[src/rtl/pcs_defs.sv]
// Shared 1000BASE-X PCS definitions: truth constants, receive-alignment FSM
// encodings and a counter-width helper.
package pcs_defs;

    localparam logic TRUE  = 1'b1;
    localparam logic FALSE = 1'b0;
    localparam logic OK    = 1'b1;
    localparam logic FAIL  = 1'b0;

    localparam int SLIP_POSITIONS = 10;

    localparam logic [6:0] S_IDLE    = 7'b000_0001;
    localparam logic [6:0] S_RESTART = 7'b000_0010;
    localparam logic [6:0] S_SEARCH  = 7'b000_0100;
    localparam logic [6:0] S_SLIP    = 7'b000_1000;
    localparam logic [6:0] S_SETTLE  = 7'b001_0000;
    localparam logic [6:0] S_QUALIFY = 7'b010_0000;
    localparam logic [6:0] S_LINK_UP = 7'b100_0000;

    typedef enum logic [6:0] {
        ST_IDLE    = S_IDLE,
        ST_RESTART = S_RESTART,
        ST_SEARCH  = S_SEARCH,
        ST_SLIP    = S_SLIP,
        ST_SETTLE  = S_SETTLE,
        ST_QUALIFY = S_QUALIFY,
        ST_LINK_UP = S_LINK_UP
    } align_state_t;

    // Width for a counter spanning 0..p-1; a parameter of 1 still needs one bit.
    function automatic int cnt_width(input int p);
        return (p > 1) ? $clog2(p) : 1;
    endfunction

endpackage

[src/rtl/sat_counter.sv]
// Saturating up-counter with synchronous clear; clear wins over increment.
module sat_counter #(
    parameter int WIDTH = 8
) (
    input  logic             clk,
    input  logic             rst,
    input  logic             i_clear,
    input  logic             i_inc,
    output logic [WIDTH-1:0] o_count
);

    logic [WIDTH-1:0] r_count;

    // NOTE: sequential state uses non-blocking assignments so every flop samples pre-edge values.
    always_ff @(posedge clk or posedge rst) begin
        if (rst) begin
            r_count <= '0;
        end else if (i_clear) begin
            r_count <= '0;
        end else if (i_inc && (r_count != '1)) begin
            r_count <= r_count + WIDTH'(1);
        end
    end

    assign o_count = r_count;

endmodule

[src/rtl/rx_align_ctrl.sv]
// Receive alignment controller: restarts Synchronization, walks the PMA slip
// offset until code-group sync appears, then debounces it into link_ok.
module rx_align_ctrl
    import pcs_defs::*;
#(
    parameter int SEARCH_CYCLES  = 64,
    parameter int SLIP_SETTLE    = 4,
    parameter int RESTART_CYCLES = 2,
    parameter int STABLE_CYCLES  = 16
) (
    input  logic       Clk,
    input  logic       mr_main_reset,
    input  logic       enable,
    input  logic       code_sync_status,
    input  logic       PUDI_indicate,
    output logic       sync_restart,
    output logic       bitslip,
    output logic [3:0] slip_pos,
    output logic       link_ok,
    output logic       align_fail,
    output logic [7:0] loss_events
);

    localparam int SEARCH_W  = cnt_width(SEARCH_CYCLES);
    localparam int SETTLE_W  = cnt_width(SLIP_SETTLE);
    localparam int RESTART_W = cnt_width(RESTART_CYCLES);
    localparam int STABLE_W  = cnt_width(STABLE_CYCLES);

    localparam logic [SEARCH_W-1:0]  SEARCH_LAST  = SEARCH_W'(SEARCH_CYCLES - 1);
    localparam logic [SETTLE_W-1:0]  SETTLE_LAST  = SETTLE_W'(SLIP_SETTLE - 1);
    localparam logic [RESTART_W-1:0] RESTART_LAST = RESTART_W'(RESTART_CYCLES - 1);
    localparam logic [STABLE_W-1:0]  STABLE_LAST  = STABLE_W'(STABLE_CYCLES - 1);
    localparam logic [3:0]           SLIP_LAST    = 4'(SLIP_POSITIONS - 1);

    align_state_t         r_state;
    align_state_t         w_next_state;
    logic [RESTART_W-1:0] r_restart_cnt;
    logic [SETTLE_W-1:0]  r_settle_cnt;
    logic [3:0]           r_slip_pos;
    logic [3:0]           w_slip_next;
    logic                 r_sync_restart;
    logic                 r_bitslip;
    logic                 r_link_ok;
    logic                 r_align_fail;

    logic [SEARCH_W-1:0]  w_search_cnt;
    logic [STABLE_W-1:0]  w_stable_cnt;
    logic [7:0]           w_loss_cnt;
    logic                 w_search_inc;
    logic                 w_search_clr;
    logic                 w_stable_inc;
    logic                 w_loss_inc;

    always_comb begin
        // NOTE: default first so no path through this block leaves it unassigned (no latch).
        w_next_state = r_state;
        if (enable != TRUE) begin
            w_next_state = ST_IDLE;
        end else begin
            unique case (r_state)
                ST_IDLE:    w_next_state = ST_RESTART;
                ST_RESTART: if (r_restart_cnt == RESTART_LAST) w_next_state = ST_SEARCH;
                ST_SEARCH: begin
                    // Sync found outranks a timeout on the same cycle.
                    if (code_sync_status == OK)
                        w_next_state = ST_QUALIFY;
                    else if (PUDI_indicate && (w_search_cnt == SEARCH_LAST))
                        w_next_state = ST_SLIP;
                end
                ST_SLIP:    w_next_state = ST_SETTLE;
                ST_SETTLE:  if (r_settle_cnt == SETTLE_LAST) w_next_state = ST_RESTART;
                ST_QUALIFY: begin
                    if (code_sync_status != OK)
                        w_next_state = ST_SEARCH;
                    else if (w_stable_cnt == STABLE_LAST)
                        w_next_state = ST_LINK_UP;
                end
                ST_LINK_UP: if (code_sync_status != OK) w_next_state = ST_SEARCH;
                default:    w_next_state = ST_IDLE;
            endcase
        end
    end

    assign w_slip_next  = (r_slip_pos == SLIP_LAST) ? 4'd0 : r_slip_pos + 4'd1;

    // Timers restart whenever their state is (re)entered or left.
    assign w_search_inc = (r_state == ST_SEARCH) && (w_next_state == ST_SEARCH) && PUDI_indicate;
    assign w_search_clr = (r_state != ST_SEARCH) || (w_next_state != ST_SEARCH);
    assign w_stable_inc = (r_state == ST_QUALIFY) && (w_next_state == ST_QUALIFY);
    assign w_loss_inc   = (r_state == ST_LINK_UP) && (w_next_state == ST_SEARCH);

    sat_counter #(.WIDTH(SEARCH_W)) u_search_timer (
        .clk     (Clk),
        .rst     (mr_main_reset),
        .i_clear (w_search_clr),
        .i_inc   (w_search_inc),
        .o_count (w_search_cnt)
    );

    sat_counter #(.WIDTH(STABLE_W)) u_stable_timer (
        .clk     (Clk),
        .rst     (mr_main_reset),
        .i_clear (!w_stable_inc),
        .i_inc   (w_stable_inc),
        .o_count (w_stable_cnt)
    );

    sat_counter #(.WIDTH(8)) u_loss_events (
        .clk     (Clk),
        .rst     (mr_main_reset),
        .i_clear (1'b0),
        .i_inc   (w_loss_inc),
        .o_count (w_loss_cnt)
    );

    always_ff @(posedge Clk or posedge mr_main_reset) begin
        if (mr_main_reset) begin
            r_state        <= ST_IDLE;
            r_restart_cnt  <= '0;
            r_settle_cnt   <= '0;
            r_slip_pos     <= '0;
            r_sync_restart <= FALSE;
            r_bitslip      <= FALSE;
            r_link_ok      <= FALSE;
            r_align_fail   <= FALSE;
        end else begin
            r_state        <= w_next_state;
            r_sync_restart <= (w_next_state == ST_RESTART);
            r_bitslip      <= (w_next_state == ST_SLIP);
            r_link_ok      <= (w_next_state == ST_LINK_UP);
            r_restart_cnt  <= ((r_state == ST_RESTART) && (w_next_state == ST_RESTART))
                              ? r_restart_cnt + RESTART_W'(1) : '0;
            r_settle_cnt   <= ((r_state == ST_SETTLE) && (w_next_state == ST_SETTLE))
                              ? r_settle_cnt + SETTLE_W'(1) : '0;
            if (w_next_state == ST_SLIP) begin
                r_slip_pos <= w_slip_next;
                if (r_slip_pos == SLIP_LAST)
                    r_align_fail <= TRUE;
            end else if (w_next_state == ST_LINK_UP) begin
                r_align_fail <= FALSE;
            end
        end
    end

    assign sync_restart = r_sync_restart;
    assign bitslip      = r_bitslip;
    assign slip_pos     = r_slip_pos;
    assign link_ok      = r_link_ok;
    assign align_fail   = r_align_fail;
    assign loss_events  = w_loss_cnt;

endmodule

[config.mk]
export PLATFORM = sky130hd
export DESIGN_NAME = rx_align_ctrl
export DESIGN_NICKNAME = d
export VERILOG_FILES = /design/src/rtl/pcs_defs.sv /design/src/rtl/sat_counter.sv /design/src/rtl/rx_align_ctrl.sv
export SDC_FILE = /design/constraint.sdc
export NUM_CORES = 1
export LEC_CHECK = 0
export BUFFER_PORTS_ARGS = -buffer_cell sky130_fd_sc_hd__buf_4
export CAP_MARGIN = 20
export CORE_MARGIN = 2
export CORE_UTILIZATION = 50
export DETAILED_ROUTE_END_ITERATION = 10
export PLACE_DENSITY = 0.76
export SLEW_MARGIN = 10
export SYNTH_ARGS = -nofsm -noshare
export SYNTH_HDL_FRONTEND = slang
export SYNTH_SLANG_ARGS = --single-unit
[constraint.sdc]
create_clock -name Clk -period 1.6 [get_ports Clk]
set_input_delay 0.08 -clock Clk [delete_from_list [all_inputs] [get_ports Clk]]
set_output_delay 0.08 -clock Clk [all_outputs]
set_load 0.1 [all_outputs]
# After elaboration in Yosys (flattened, before gate mapping)
# Index checks and enable logic that the tools add are counted.
[op_classes] addsub=6 reduce_logical=14 eq_ne=24 n_mux=19
[op_table] cell="$mux 7" count=8
[op_table] cell="$pmux 7 s7" count=1
[op_table] cell="$eq 7x2->1 const B" count=2
[op_table] cell="$eq 7x3->1 const B" count=2
[op_table] cell="$eq 7x4->1 const B" count=2
[op_table] cell="$eq 7x5->1 const B" count=2
[op_table] cell="$eq 7x6->1 const B" count=2
[op_table] cell="$eq 7x7->1 const B" count=2
[op_table] cell="$ne 7x3->1 const B" count=2
[op_table] cell="$mux 4" count=3
[op_table] cell="$mux 6" count=2
[op_table] cell="$logic_and 1x1->1" count=10
[op_table] cell="$add 4x1->4 const B" count=2
[op_table] cell="$add 8x1->8 const B" count=1
[op_table] cell="$eq 4x4->1 const B" count=2
[op_table] cell="$ne 8x8->1 const B" count=1
[op_table] cell="$eq 7x1->1 const B" count=1
[op_table] cell="$add 6x1->6 const B" count=1
[op_table] cell="$eq 6x6->1 const B" count=1
[op_table] cell="$ne 6x6->1 const B" count=1
[op_table] cell="$mux 1" count=4
[op_table] cell="$ne 2x2->1 const B" count=2
[op_table] cell="$ne 4x4->1 const B" count=1
[op_table] cell="$reduce_bool 2->1" count=2
[op_table] cell="6 further kinds" count=6
[totals] inputBits=5 out_inout_bits=16 ff_bits=36 elab_cells=74

# Logic depth before layout (Yosys ltp)
# Gate-level depths: netlist (run 1).
[depth] ltp_word=12 ltp_mapped=6

# By module
# Synthesis (run 1) repeated with hierarchy kept, for this count alone.
[hier_totals] hier_cells=227 hier_area_um2=2165.8
[modules_own_cells] module="rx_align_ctrl" cells_each=117 area_each_um2=1061.0 instances=1 seq_area_each_um2=451.7
[modules_own_cells] module="sat_counter at u_loss_events" cells_each=49 area_each_um2=504.2 instances=1 seq_area_each_um2=200.2
[modules_own_cells] module="sat_counter at u_search_timer" cells_each=40 area_each_um2=370.4 instances=1 seq_area_each_um2=150.1
[modules_own_cells] module="sat_counter at u_stable_timer" cells_each=21 area_each_um2=230.2 instances=1 seq_area_each_um2=100.1

# Worst setup path before layout (run 1)
# Ideal clock, no wire load.
[synth_timing] path_type="reg2reg" startpoint="register u_loss_events.r_count[2], in the netlist u_loss_events.o_count[2]" endpoint="register u_loss_events.r_count[1], in the netlist u_loss_events.o_count[1]" arrival_ps=2028 path_buffers=0 path_stages_with_launch=6 required_time_ps=1474 slack_ps=-554 cell_sequence="dfrtp_1 and2_1 and4_1 a31oi_4 nand2_4 mux2_4"
[synth_via] elab_chain_len=2
[synth_rtl] element="from (decl)" line="sat_counter.sv:12" rtl="logic [WIDTH-1:0] r_count;"
[synth_rtl] element="from (signal assigned)" line="sat_counter.sv:21" rtl="r_count <= r_count + WIDTH'(1);"
[synth_rtl] element="$ne 8x8->1" line="sat_counter.sv:20" rtl="end else if (i_inc && (r_count != '1)) begin"
[synth_rtl] element="$logic_and 1x1->1" line="sat_counter.sv:20"
# Every way passes these cells.
# A chain may end at the register's enable or synchronous reset.

# Final worst setup path (run 1)
[layout_timing] startpoint="register r_state[2]" endpoint="register u_loss_events.r_count[1], in the netlist u_loss_events.o_count[1]"
[layout_via] elab_chain_len=7 word_cells_on_any_way=19 cone_classes="eq/ne: 8; mux: 9; reduce/logical: 2"
[layout_rtl] element="from (decl)" line="rx_align_ctrl.sv:35" rtl="align_state_t r_state;"
[layout_rtl] element="from (signal assigned)" line="rx_align_ctrl.sv:127" rtl="r_state <= w_next_state;"
[layout_rtl] element="$mux 7 (on tied branches)" line="rx_align_ctrl.sv:75, rx_align_ctrl.sv:67"
[layout_rtl] element="$mux 7 (on tied branches)" line="rx_align_ctrl.sv:73, rx_align_ctrl.sv:65"
[layout_rtl] element="$pmux 7 s7" line="rx_align_ctrl.sv:60" rtl="unique case (r_state)"
[layout_rtl] element="$mux 7" line="rx_align_ctrl.sv:57" rtl="if (enable != TRUE) begin"
[layout_rtl] element="$eq 7x3->1" line="rx_align_ctrl.sv:90" rtl="assign w_loss_inc = (r_state == ST_LINK_UP) && (w_next_state == ST_SEARCH);"
[layout_rtl] element="$logic_and 1x1->1 (*)" line="rx_align_ctrl.sv:90"
[layout_rtl] element="$logic_and 1x1->1 (*)" line="sat_counter.sv:20"
# Mark *: on every way between the ends. The rest lies on a longest branch, timed or not.

==> results of run 1 <==
==> cells in the mapped netlist, drive strengths merged, types with 2 or more instances <==
library cell,number,area [µm²]
a211oi,2,15.0
o21ba,2,20.0
xor2,7,61.3
a31oi,4,40.0
and3,7,43.8
nand2,13,56.3
and4,3,26.3
a21oi,5,25.0
dfrtp,35,876
ha,4,50.1
nand2b,2,12.5
xnor2,11,96.3
o311a,2,20.0
buf,7,43.8
o21ai,7,35.0
nand3b,2,15.0
nand3,13,65.1
inv,8,30.0
nor2,20,75.1
o211ai,2,28.8
nor2b,4,25.0
and2,2,12.5
nand4,6,52.6
nor3,5,30.0
nor4,3,40.0
==> flip-flops by register name, indices dropped and copies added, names as in the netlist <==
register and cells:
r_restart_cnt 1, u_stable_timer.o_count 4, slip_pos 4, link_ok 1
bitslip 1, align_fail 1, sync_restart 1, r_settle_cnt 2
u_loss_events.o_count 8, r_state 7, u_search_timer.o_count 6
==> layer usage <==
metal,track usage (%),share of wire [%]
met5,0,0
met4,7.03,1.6
met3,4.94,2.2
met2,38.6,53
met1,26.2,43
==> cell families (layout without fill, tap and decap cells) <==
kind of cell	after synthesis	in the layout	synth area share (%)
mux	2	2	1.31
fa+ha+maj	4	4	2.61
compound gates	26	26	10.6
simple gates	85	85	26.3
buf+inv	15	73	3.86
xor+xnor	18	18	8.24
flops	36	36	47.1
==> per-stage QoR <==
step                setup slack, ps  cells  cell area (µm²)
floorplan                      -146    186             1950
detailed placement             -175    277             2340
CTS                            -135    291             2540
global placement               -105    277             2340
finish                         -164    292             2630
global route                   -246    292             2630
==> report_power, final <==
part / internal (mW) / total, mW / leakage [nW] / switching [mW]
Sequential: 0.960 / 1.02 / 0.468 / 0.0607
Combinational: 0.304 / 0.645 / 0.673 / 0.342
Clock: 0.343 / 0.663 / 0.0510 / 0.320
Total: 1.61 / 2.33 / 1.19 / 0.722
==> worst max-delay path, cell delays in order (launching register included) <==
cell and delay [ps]:
dfrtp_2 480, nor4_4 310, nand3_2 160, a31oi_4 310
nand2_4 80, mux2_4 300
==> final timing paths <==
kind                                       from                       end  slack, ps  depth (start not counted)
worst max register to register       r_state[2]  u_loss_events.o_count[1]       -160                          5
worst min register to register  r_settle_cnt[0]           r_settle_cnt[0]        460                          1
min in group asynchronous         mr_main_reset                r_state[2]        440                          4
max in group asynchronous         mr_main_reset                r_state[5]        820                          4
worst max-delay path                 r_state[2]  u_loss_events.o_count[1]       -160                          5
worst min-delay path                     enable                r_state[0]         60                          2
==> timing repair <==
item,4_1_cts,5_1_grt
hold endpoints to repair,35,0
setup buffers,5,1
resized for setup,14,20
setup endpoints to repair,23,31
hold buffers,1,0
pin swaps,8,10
==> final cells by class <==
cell class	count	area [µm²]
multi-input cells	135	1080
repair buffers	57	442
fillers	250	1030
clock buffers	6	82.6
inverters	8	30.0
well taps	48	60.1
flip-flops and latches	36	922
clock inverters	2	10.0
==> results.toml, run 1 <==
[status]
outcome = "finished with violations"
failed_checks = "negative setup slack"

[run]
cap_violations = 0

[detailed_routing]
remaining_drc_errors = 0
routedWlPerCell_um = 14.8
postRouteWirelength_mm = 4.31
vias = 1550
dr.pass1.iters = 4
routed_via_density = 5.31
drt_iter0_drc = 99
final_antenna_net_count = 0

[synth]
syn_nets = 195
synthDistinctLibCells = 44
async_flop_share_pct = 100
ys_seq_area_share_pct = 47.1
ys_warn_count = 0
syn-instance-count = 186
syn_avg_cell_area_um2 = 10.3
ys_ff_latch = 36
synth_ff_type = "dfrtp_1"
synth_edf_count = 0
netlist_area_um2 = 1910

[die]
die_h_um = 65.9
initial_core_util_pct = 52.3
ios = 21
die_area_um2 = 4340
core-area_um2 = 3660
num_rows = 22
die_x_um = 65.9

[critical_path]
critPathLaunchType = "flop"
end_kind = "flop"
worstPathMaxFanout = 7
critPathRequiredTime_ps = 1770
critPathArrivalTime_ps = 1940
critPathKind = "reg -> reg"

[grt]
grt_usage_pct = 21.9
antenna_found_initial = 0
grt_max_degree = 37
grt_pass1_wl_mm = 7.24
grt_overflow = 0
grt_pass1_vias = 1655

[finish]
area_delta_synth_final_pct = 37.3
antenna_cells = 0
nets = 252
drive_gt1_share_pct = 47.5
post-route-util_pct = 71.8
layout_common_cells = "buf_4 (53), dfrtp_1 (23), nor2_1 (16)"
final_common_cell = "buf_4"

[placed_design]
port_buffers = 20
place_hpwl_mm = 2.95
gp_congestion = 0.961

[pwr]
power_mw = 2.33
power_density_nw_per_um2 = 886
leakage_nw = 1.19
peakVddDrop_v = 0.000677

[sta]
setup_viol = 12
period_share_pct = 110
final.setup.tns_ps = -1190
rsz0062_at_grt = "yes"
min_period_ps = 1760
hold-worst-slack_ps = 55.9
fmax_ghz = 0.567
slew_violations = 0
fin_ws_ps = -164
hold_viol = 0
relSlewSlack_pct = 70.9
skew_ps = 7.94
tightest_slew_ps = 434

[clock_network]
cts_root_buffer = "clkbuf_8"
clock_sinks = 36
insertion_delay_ps = 290
clk_pin_slew_worst_paths_ps = 70
htreeDepth = 2
cts_buffers = 5
cts_tree = "built"
cts_max_path_buffers = 2

[min_path]
worstHoldPathType = "in -> reg"
Power figures use the tool's default switching activity.
==> run 2, diff against run 1 <==
- SKIP_LAST_GASP: default -> 1
==> run 2 against run 1 <==
The run still ends with negative setup slack left. Via count grew 1.1%. Setup slack lost 5.8 ps. First-iteration DRC count shrank 2.0%. Non-clock buffer count is the same. Maximum frequency shrank 0.33%. Critical endpoint unchanged. Largest cell class unchanged. Largest power group unchanged. Highest routed layer unchanged.
==> results.toml, run 2 (synthesized netlist as in run 1, its figures left out) <==
[finish]
layout_common_cells = "buf_4 (54), dfrtp_1 (23), nor2_1 (16)"
largest_register_ffs = 8
antenna_cells = 0
final_common_cell = "buf_4"
nets = 252
nFillCells = 258
drive_gt1_share_pct = 46.7
area_delta_synth_final_pct = 36.5
instances_no_fill = 292

[detailed_routing]
routed_via_density = 5.37
dr.pass1.iters = 4
remaining_drc_errors = 0
drt_iter0_drc = 97
routedWlPerCell_um = 14.5
postRouteWirelength_mm = 4.24
vias = 1567
final_antenna_net_count = 0

[die]
initial_core_util_pct = 52.3
num_rows = 22
die_area_um2 = 4340
core-area_um2 = 3660
die_x_um = 65.9
die_h_um = 65.9
ios = 21

[critical_path]
critPathLaunchType = "flop"
reg2regPathDepth = 5
critPathArrivalTime_ps = 1940
r2r_end = "u_loss_events.o_count[1]"
critPathRequiredTime_ps = 1770
r2r_setup_slack_ps = -170
end_kind = "flop"
critPathKind = "reg -> reg"
worstPathMaxFanout = 7
r2r-start = "r_state[3]"

[grt]
grt_pass1_wl_mm = 7.20
grt_overflow = 0
grt_pass1_vias = 1647
grt_usage_pct = 21.8
antenna_found_initial = 0
grt_max_degree = 37

[min_path]
worstHoldPathType = "in -> reg"
hold_depth = 2
hp-start = "enable"
min_to = "r_state[0]"

[clock_network]
cts_max_path_buffers = 2
cts_root_buffer = "clkbuf_8"
insertion_delay_ps = 290
clk_pin_slew_worst_paths_ps = 70
cts_tree = "built"
htreeDepth = 2
cts_buffers = 5
clock_sinks = 36

[sta]
relSlewSlack_pct = 70.7
hold_viol = 0
period_share_pct = 111
hold-worst-slack_ps = 60.3
rsz0062_at_grt = "yes"
min_period_ps = 1770
slew_violations = 0
skew_ps = 8.06
fmax_ghz = 0.565
fin_ws_ps = -170
setup_viol = 13
tightest_slew_ps = 439

[pwr]
power_density_nw_per_um2 = 889
peakVddDrop_v = 0.000679
leakage_nw = 1.19

[placed_design]
gp_congestion = 0.961
post-place-cells = 277
dpl_worst_slack_ps = -175
port_buffers = 20
place_hpwl_mm = 2.95

[status]
outcome = "finished with violations"
failed_checks = "negative setup slack"

[run]
cap_violations = 0
## run 2: changes by cell type in the layout (fill, tap and decap cells not counted)
cell / delta
buf_4: +1
buf_6: -1
nand3_1: +1
nand3_2: -1
o21ai_0: +1
o21ai_1: -1
xor2_1: +1
xor2_2: -1
## run 2: routing by layer
layer  GRT usage [%]  share of wire, %  vias to the layer above
li1                -                 -                      767
met1            26.2                44                      772
met2            38.3                52                       21
met3            4.94               2.5                        7
met4            7.03               1.6                        0
met5               0                 0                        -
## run 2: timing repair
action	4_1_cts	5_1_grt
hold endpoints to repair	35	0
hold buffers	1	0
endpoints found under the setup margin	23	30
buffers inserted	5	1
resized for setup	12	18
pin swaps	8	10
## run 2: cell type report
cell class,instances,area (µm²),share of cell area (%)
Clock buffer,6,82.6,3.16
Clock inverter,2,10.0,0.383
Inverter,8,30.0,1.15
Multi-Input combinational cell,135,1070,40.9
Sequential cell,36,922,35.3
Tap cell,48,60.1,2.30
Timing Repair Buffer,57,438,16.8
## run 2: critical path: stages, from the launching register on
cell	delay, ps
dfrtp_1	420
nor4_4	370
nand3_2	160
a31oi_4	310
nand2_4	80
mux2_4	300
## run 2: worst max-delay path by stage
stage,start,to,slack (ps),cells past startpoint
after detailed placement,u_search_timer.o_count[0],u_loss_events.o_count[1],-180,6
after floorplan,u_loss_events.o_count[3],u_loss_events.o_count[1],-150,5
final,r_state[3],u_loss_events.o_count[1],-170,5
after global routing,r_state[3],u_loss_events.o_count[1],-240,5
after CTS,u_search_timer.o_count[1],u_loss_events.o_count[1],-140,6
after global placement,u_search_timer.o_count[0],u_loss_events.o_count[1],-110,6
## run 2: report_power, final
part           leakage, nW  internal (mW)  switching, mW
clock               0.0510          0.343          0.320
combinational        0.670          0.301          0.336
sequential           0.468          0.960         0.0600
## run 2: stage by stage
stage | power, mW | cell area [µm²] | utilization [%] | setup TNS, ps
floorplan | 1.40 | 1950 | - | -520
global placement | 1.57 | 2340 | 63.9 | -678
detailed placement | 1.59 | 2340 | 63.9 | -1750
CTS | 2.28 | 2530 | 69.2 | -801
global route | 2.43 | 2610 | 71.4 | -2920
finish | 2.32 | 2610 | 71.4 | -1160
